==> src/rtl/mem_port_arbiter.sv <==
// Shared memory bus port arbiter between the instruction fetch and data requesters.
// One transaction at a time; the winning request is latched and held until bus_ready.
module mem_port_arbiter #(
  parameter int         MAX_D_STREAK = 4,
  parameter logic [2:0] IFETCH_SIZE  = 3'b010
) (
  input  logic        clk,
  input  logic        reset,
  input  logic        ireq_valid,
  input  logic [63:0] ireq_addr,
  output logic        iresp_data_ok,
  output logic [63:0] iresp_data,
  input  logic        dreq_valid,
  input  logic [63:0] dreq_addr,
  input  logic [2:0]  dreq_size,
  input  logic [7:0]  dreq_strobe,
  input  logic [63:0] dreq_data,
  output logic        dresp_data_ok,
  output logic [63:0] dresp_data,
  output logic        bus_valid,
  output logic        bus_is_write,
  output logic [63:0] bus_addr,
  output logic [2:0]  bus_size,
  output logic [7:0]  bus_strobe,
  output logic [63:0] bus_wdata,
  input  logic        bus_ready,
  input  logic [63:0] bus_rdata
);

  localparam int SW = $clog2(MAX_D_STREAK + 1);

  typedef enum logic [1:0] {IDLE, BUSY_I, BUSY_D} state_t;

  state_t        r_state, w_state_next;
  logic [SW-1:0] r_streak;
  logic [63:0]   r_addr, r_wdata;
  logic [2:0]    r_size;
  logic [7:0]    r_strobe;
  logic          w_grant_i, w_grant_d, w_streak_max;

  assign w_streak_max = (r_streak == SW'(MAX_D_STREAK));

  // Data normally wins (older instruction); a full streak lets a waiting fetch through.
  always_comb begin
    w_state_next = r_state;
    w_grant_i    = 1'b0;
    w_grant_d    = 1'b0;
    case (r_state)
      IDLE: begin
        if (dreq_valid && !(ireq_valid && w_streak_max)) begin
          w_grant_d    = 1'b1;
          w_state_next = BUSY_D;
        end else if (ireq_valid) begin
          w_grant_i    = 1'b1;
          w_state_next = BUSY_I;
        end
      end
      BUSY_I, BUSY_D: begin
        if (bus_ready) w_state_next = IDLE;
      end
      default: w_state_next = IDLE;
    endcase
  end

  always_ff @(posedge clk) begin
    if (reset) begin
      r_state  <= IDLE;
      r_streak <= '0;
      r_addr   <= '0;
      r_size   <= '0;
      r_strobe <= '0;
      r_wdata  <= '0;
    end else begin
      r_state <= w_state_next;
      if (w_grant_d) begin
        r_addr   <= dreq_addr;
        r_size   <= dreq_size;
        r_strobe <= dreq_strobe;
        r_wdata  <= dreq_data;
        if (!ireq_valid)       r_streak <= '0;
        else if (!w_streak_max) r_streak <= r_streak + SW'(1);
      end else if (w_grant_i) begin
        r_addr   <= ireq_addr;
        r_size   <= IFETCH_SIZE;
        r_strobe <= '0;
        r_wdata  <= '0;
        r_streak <= '0;
      end
    end
  end

  assign bus_valid    = (r_state != IDLE);
  assign bus_is_write = |r_strobe;
  assign bus_addr     = r_addr;
  assign bus_size     = r_size;
  assign bus_strobe   = r_strobe;
  assign bus_wdata    = r_wdata;

  assign iresp_data_ok = (r_state == BUSY_I) && bus_ready;
  assign dresp_data_ok = (r_state == BUSY_D) && bus_ready;
  assign iresp_data    = iresp_data_ok ? bus_rdata : '0;
  assign dresp_data    = dresp_data_ok ? bus_rdata : '0;

endmodule

==> config.mk <==
export PLATFORM = sky130hd
export DESIGN_NAME = mem_port_arbiter
export DESIGN_NICKNAME = d
export VERILOG_FILES = /design/src/rtl/mem_port_arbiter.sv
export SDC_FILE = /design/constraint.sdc
export NUM_CORES = 1
export LEC_CHECK = 0
export CORE_AREA = 3 3 208 210
export DETAILED_ROUTE_END_ITERATION = 8
export DIE_AREA = 0 0 211 213
export PLACE_DENSITY = 0.5
export SKIP_CTS_REPAIR_TIMING = 1
export SYNTH_ARGS = -nofsm -noshare
export SYNTH_HDL_FRONTEND = slang
export SYNTH_SLANG_ARGS = --single-unit
==> constraint.sdc <==
create_clock -name clk -period 1.57 [get_ports clk]
set_clock_uncertainty 0.1 [all_clocks]
set_input_delay 0.157 -clock clk [delete_from_list [all_inputs] [get_ports clk]]
set_output_delay 0.157 -clock clk [all_outputs]
set_load 0.1 [all_outputs]
# Yosys cells after proc, flatten, opt, wreduce, memory -nomap -nowiden
# Index checks and enable logic that the tools add are counted.
# Widths: inputs -> output; s select.
word_totals:
  output_inout_bits: 271
  word_cells: 48
  ff_bits: 144
classes:
  muxes: 23
  n_reduce_logical: 12
  eq_ne: 6
  addsub: 1
op_table:
  columns: ["operator", "n"]
  rows:
  - ["$mux 64", 6]
  - ["$mux 3", 6]
  - ["$mux 8", 2]
  - ["$reduce_or 8->1", 1]
  - ["$mux 2", 3]
  - ["$ne 3x3->1 const B", 2]
  - ["$mux 1", 5]
  - ["$logic_and 1x1->1", 4]
  - ["$pmux 2 s2", 1]
  - ["$reduce_and 2->1", 2]
  - ["$reduce_bool 2->1", 2]
  - ["$add 3x1->3 const B", 1]
  - ["$eq 3x3->1 const B", 1]
  - ["$eq 2x1->1 const B", 1]
  - ["$eq 2x2->1 const B", 1]
  - ["$logic_not 2->1", 1]
  - ["$ne 2x2->1 const B", 1]
  - ["$reduce_or 2->1", 1]
  - ["$logic_not 1->1", 1]

# Longest topological paths before layout
# Gate-level depths: netlist of run 1.
depth:
  ltp_word: 8
  mapped_depth: 7

# Worst setup path before layout of run 1
# No wires, ideal clock.
synth_path:
  path_kind: "register to output"
  from: "register r_strobe[7], in the netlist bus_strobe[7]"
  to: "output bus_is_write"
  arrival_ns: 1.789
  path_stages_with_launch: 3
  slack_ns: -0.476
  required_ns: 1.313
  path_cell_list: "dfxtp_1 -> nor4_1 -> nand2_1"
synth_between:
  elab_chain_len: 1
synth_lines:
  columns: ["element", "line", "source"]
  rows:
  - ["from (decl)", "38", "logic [7:0] r_strobe;"]
  - ["from (signal assigned)", "78", "r_strobe <= dreq_strobe;"]
  - ["$reduce_or 8->1", "93", "assign bus_is_write = |r_strobe;"]
  - ["to (decl)", "21", "output logic bus_is_write,"]
# No other way between the ends.

# Worst setup path after layout of run 1
layout_path:
  from: "register r_state[1]"
  to: "output dresp_data[30]"
layout_between:
  elab_chain_len: 3
layout_lines:
  columns: ["element", "line", "source"]
  rows:
  - ["from (decl)", "34", "state_t r_state, w_state_next;"]
  - ["from (signal assigned)", "74", "r_state <= w_state_next;"]
  - ["$eq 2x2->1", "100", "assign dresp_data_ok = (r_state == BUSY_D) && bus_ready;"]
  - ["$logic_and 1x1->1", "100", null]
  - ["$mux 64", "102", "assign dresp_data = dresp_data_ok ? bus_rdata : '0;"]
  - ["to (decl)", "19", "output logic [63:0] dresp_data,"]
# No other way between the ends.

==> impl_metrics.json, run 1 <==
{
  "multiInputGateArea_sq_um": 3470,
  "io_pins": 543,
  "layout.area.seq_sq_um": 2900,
  "die_y_um": 213,
  "worstSetupStartpointType": "flip-flop",
  "synth_fa_ha_area_share_pct": 0.995,
  "die_width_um": 211,
  "critical_path_class": "reg -> out",
  "diodes": 0,
  "netlist_area_sq_um": 6290,
  "setup_viol": 271,
  "path_clk_slew_ns": 0.07,
  "clock_sinks": 144,
  "synthTopCellsByCount": "144 x dfxtp_1, 128 x and3_1, 74 x a22o_1, 70 x inv_1, 69 x a21oi_1",
  "final_layout_size_suffix_gt1_share_pct": 41.5,
  "layout.nets": 1470,
  "worstSetupEndpointType": "output pin",
  "cts_buffers": 17,
  "overflow": 0,
  "synth_most_common_cell": "dfxtp_1",
  "cp.required_ns": 1.31,
  "synth_warnings": 0,
  "synth.area.mux_share_pct": 0,
  "netlist.area_leader.share_pct": 45.8,
  "synth_xor_area_share_pct": 0,
  "synthCells": 661,
  "grt_max_degree": 66,
  "period_share_pct": 128,
  "antenna_left": 0,
  "antenna_found_initial": 1,
  "cap_violations": 0,
  "syn_to_final_growth_pct": 165,
  "hold_viol_final": 0,
  "violations": "setup timing",
  "setup_slack_ns": -0.439,
  "syn_avg_cell_area_sq_um": 9.51,
  "layout.cells.non_filler": 1745,
  "slew_viol_final": 0,
  "nFillCells": 3963,
  "ys_async_sr_fraction_pct": 0,
  "worst_ir_drop_vdd_v": 0.000894,
  "synth_enable_flop_cells": 0,
  "crit_path_max_fanout": 11,
  "synth_top_family_by_area": "compound AO/OA/AOI/OAI gates",
  "power.density_nw_per_um2": 1000,
  "port_buffers": 542,
  "place_inst": 1706,
  "synth_area_leaders": "dfxtp_1 46%, and3_1 13%, o221a_1 11%",
  "grt_pass1_wl_um": 50200,
  "cts_tree": "built",
  "final_area_sq_um": 16700,
  "grt_pass1_vias": 7405,
  "hp-class": "in -> reg",
  "core_area_sq_um": 41800,
  "tightest_slew_ns": 0.364,
  "min_period_ns": 2.01,
  "synth_fp_nets": 938,
  "synthSimpleGateAreaFrac_pct": 15.1,
  "root_buffer": "clkbuf_16",
  "dr.pass1.iters": 4,
  "start_util_pct": 15.1,
  "grt_use_total_pct": 15.2,
  "drc": 0,
  "synth_top_cell_by_area": "dfxtp_1",
  "clk-insertion-delay-late_ns": 0.44,
  "ys_ff_latch": 144,
  "ys_types": 31,
  "avgRoutedWirePerCell_um": 20.8,
  "hpwlAfterDp_um": 29000,
  "synth_flop_cell": "dfxtp_1",
  "maxSlewHeadroom_pct": 75.8,
  "num_rows": 75,
  "max_freq_ghz": 0.498,
  "synth_compound_area_share_pct": 28.1,
  "rsz0062_at_grt": "yes",
  "critPathArrivalTime_ns": 1.75,
  "power_leakage_nw": 6.54,
  "place_area_sq_um": 15800,
  "die_area_sq_um": 44900,
  "routed_wirelength_um": 36300,
  "cts_max_path_buffers": 2,
  "rrSetupSlack_ns": -0.12,
  "num_vias": 7373,
  "gp_congestion": 0.833,
  "outcome": "finished with violations",
  "yosysSeqAreaShare_pct": 45.8,
  "cts_max_level": 4,
  "via_per_inst": 4.23,
  "drt_iter0_drc": 298
}
-- placed cells by master (no fill, tap or decap), drive strengths merged --
master / n
buf: 315
or3: 1
nand2: 8
nand3: 1
nand3b: 1
a22o: 74
ha: 5
and3: 129
o21ai: 3
nor2b: 1
nor3b: 1
and2b: 1
clkinv: 6
bufinv: 2
nor4b: 1
and2: 3
a21o: 1
o221a: 64
nor4: 2
a21oi: 69
inv: 75
dfxtp: 144
clkdlybuf4s50: 269
nor3: 2
a211o: 2
nand4: 2
clkbuf: 23
o21a: 1
-- metrics by stage --
stage | hold WS (ns) | util, % | setup slack (ns) | setup TNS (ns) | power, mW
2_1_floorplan | 0.181 | - | -0.247 | -0.953 | 8.97
3_3_place_gp | 0.391 | 37.9 | -0.288 | -36.87 | 12.5
3_5_place_dp | 0.409 | 37.9 | -0.294 | -39.76 | 12.6
4_1_cts | 0.0624 | 39.3 | -0.575 | -83.97 | 16.9
5_1_grt | 0.0886 | 40.0 | -0.533 | -88.49 | 17.3
6_report | 0.0722 | 40.0 | -0.439 | -62.40 | 16.8
-- final cells by class --
type                       instances  area share, %
clock buffer                      19           2.71
clock inverter                    13          0.907
inverter                          70           1.59
multi-input combinational        372           20.8
sequential                       144           17.4
tap                              539           4.04
timing repair buffer             588           52.6
-- registers in the layout, indices dropped and copies added, names as in the netlist --
name        flops
r_streak        3
bus_wdata      64
r_state         2
bus_size        3
bus_strobe      8
bus_addr       64
-- cells by family after synthesis --
logic type                 after synthesis
DFF                                    144
AOI/OAI and AO/OA                      214
buffers and inverters                  145
adders and majority gates                5
and+or+nand+nor                        153
-- layer usage --
| layer | track usage, % | vias to the layer above | share of wire [%] |
|---|---|---|---|
| met5 | 0 | - | 0.039 |
| met4 | 6.61 | 2 | 3.6 |
| met3 | 6.30 | 48 | 9.2 |
| met2 | 27.1 | 350 | 51 |
| met1 | 15.8 | 3457 | 36 |
| li1 | - | 3516 | - |
-- worst max-delay path, stage by stage (launching register included) --
cell and delay (ns):
dfxtp_2 0.33, buf_4 0.12, ha_4 0.18, buf_12 0.15, clkbuf_16 0.16, and3_4 0.20
buf_12 0.17
-- where the power goes --
group	switching (mW)	total, mW	internal (mW)	leakage [nW]
sequential	0.409	4.44	4.04	1.19
clock	1.75	4.21	2.46	0.301
combinational	4.88	8.10	3.22	5.05
total	7.04	16.8	9.71	6.54
-- path summary, 6_finish.rpt --
path,from,to,cells past startpoint
worst max-delay path,r_state[1]$_SDFFE_PP0P_,dresp_data[30],6
worst max register to register,r_state[1]$_SDFFE_PP0P_,bus_addr[28]$_SDFFE_PP0P_,6
worst min-delay path,reset,r_state[1]$_SDFFE_PP0P_,3
worst min register to register,bus_strobe[6]$_SDFFE_PP0P_,bus_strobe[6]$_SDFFE_PP0P_,1
No activity file was read; power rests on OpenSTA's default activity.
==> run 2: changes to the inputs <==
- CAP_MARGIN: default -> 5
- CTS_BUF_LIST: default -> sky130_fd_sc_hd__clkbuf_4 sky130_fd_sc_hd__clkbuf_8 sky130_fd_sc_hd__clkbuf_16
==> results of run 2 <==
No change in the layout: final DEF, timing and power equal those of run 1.
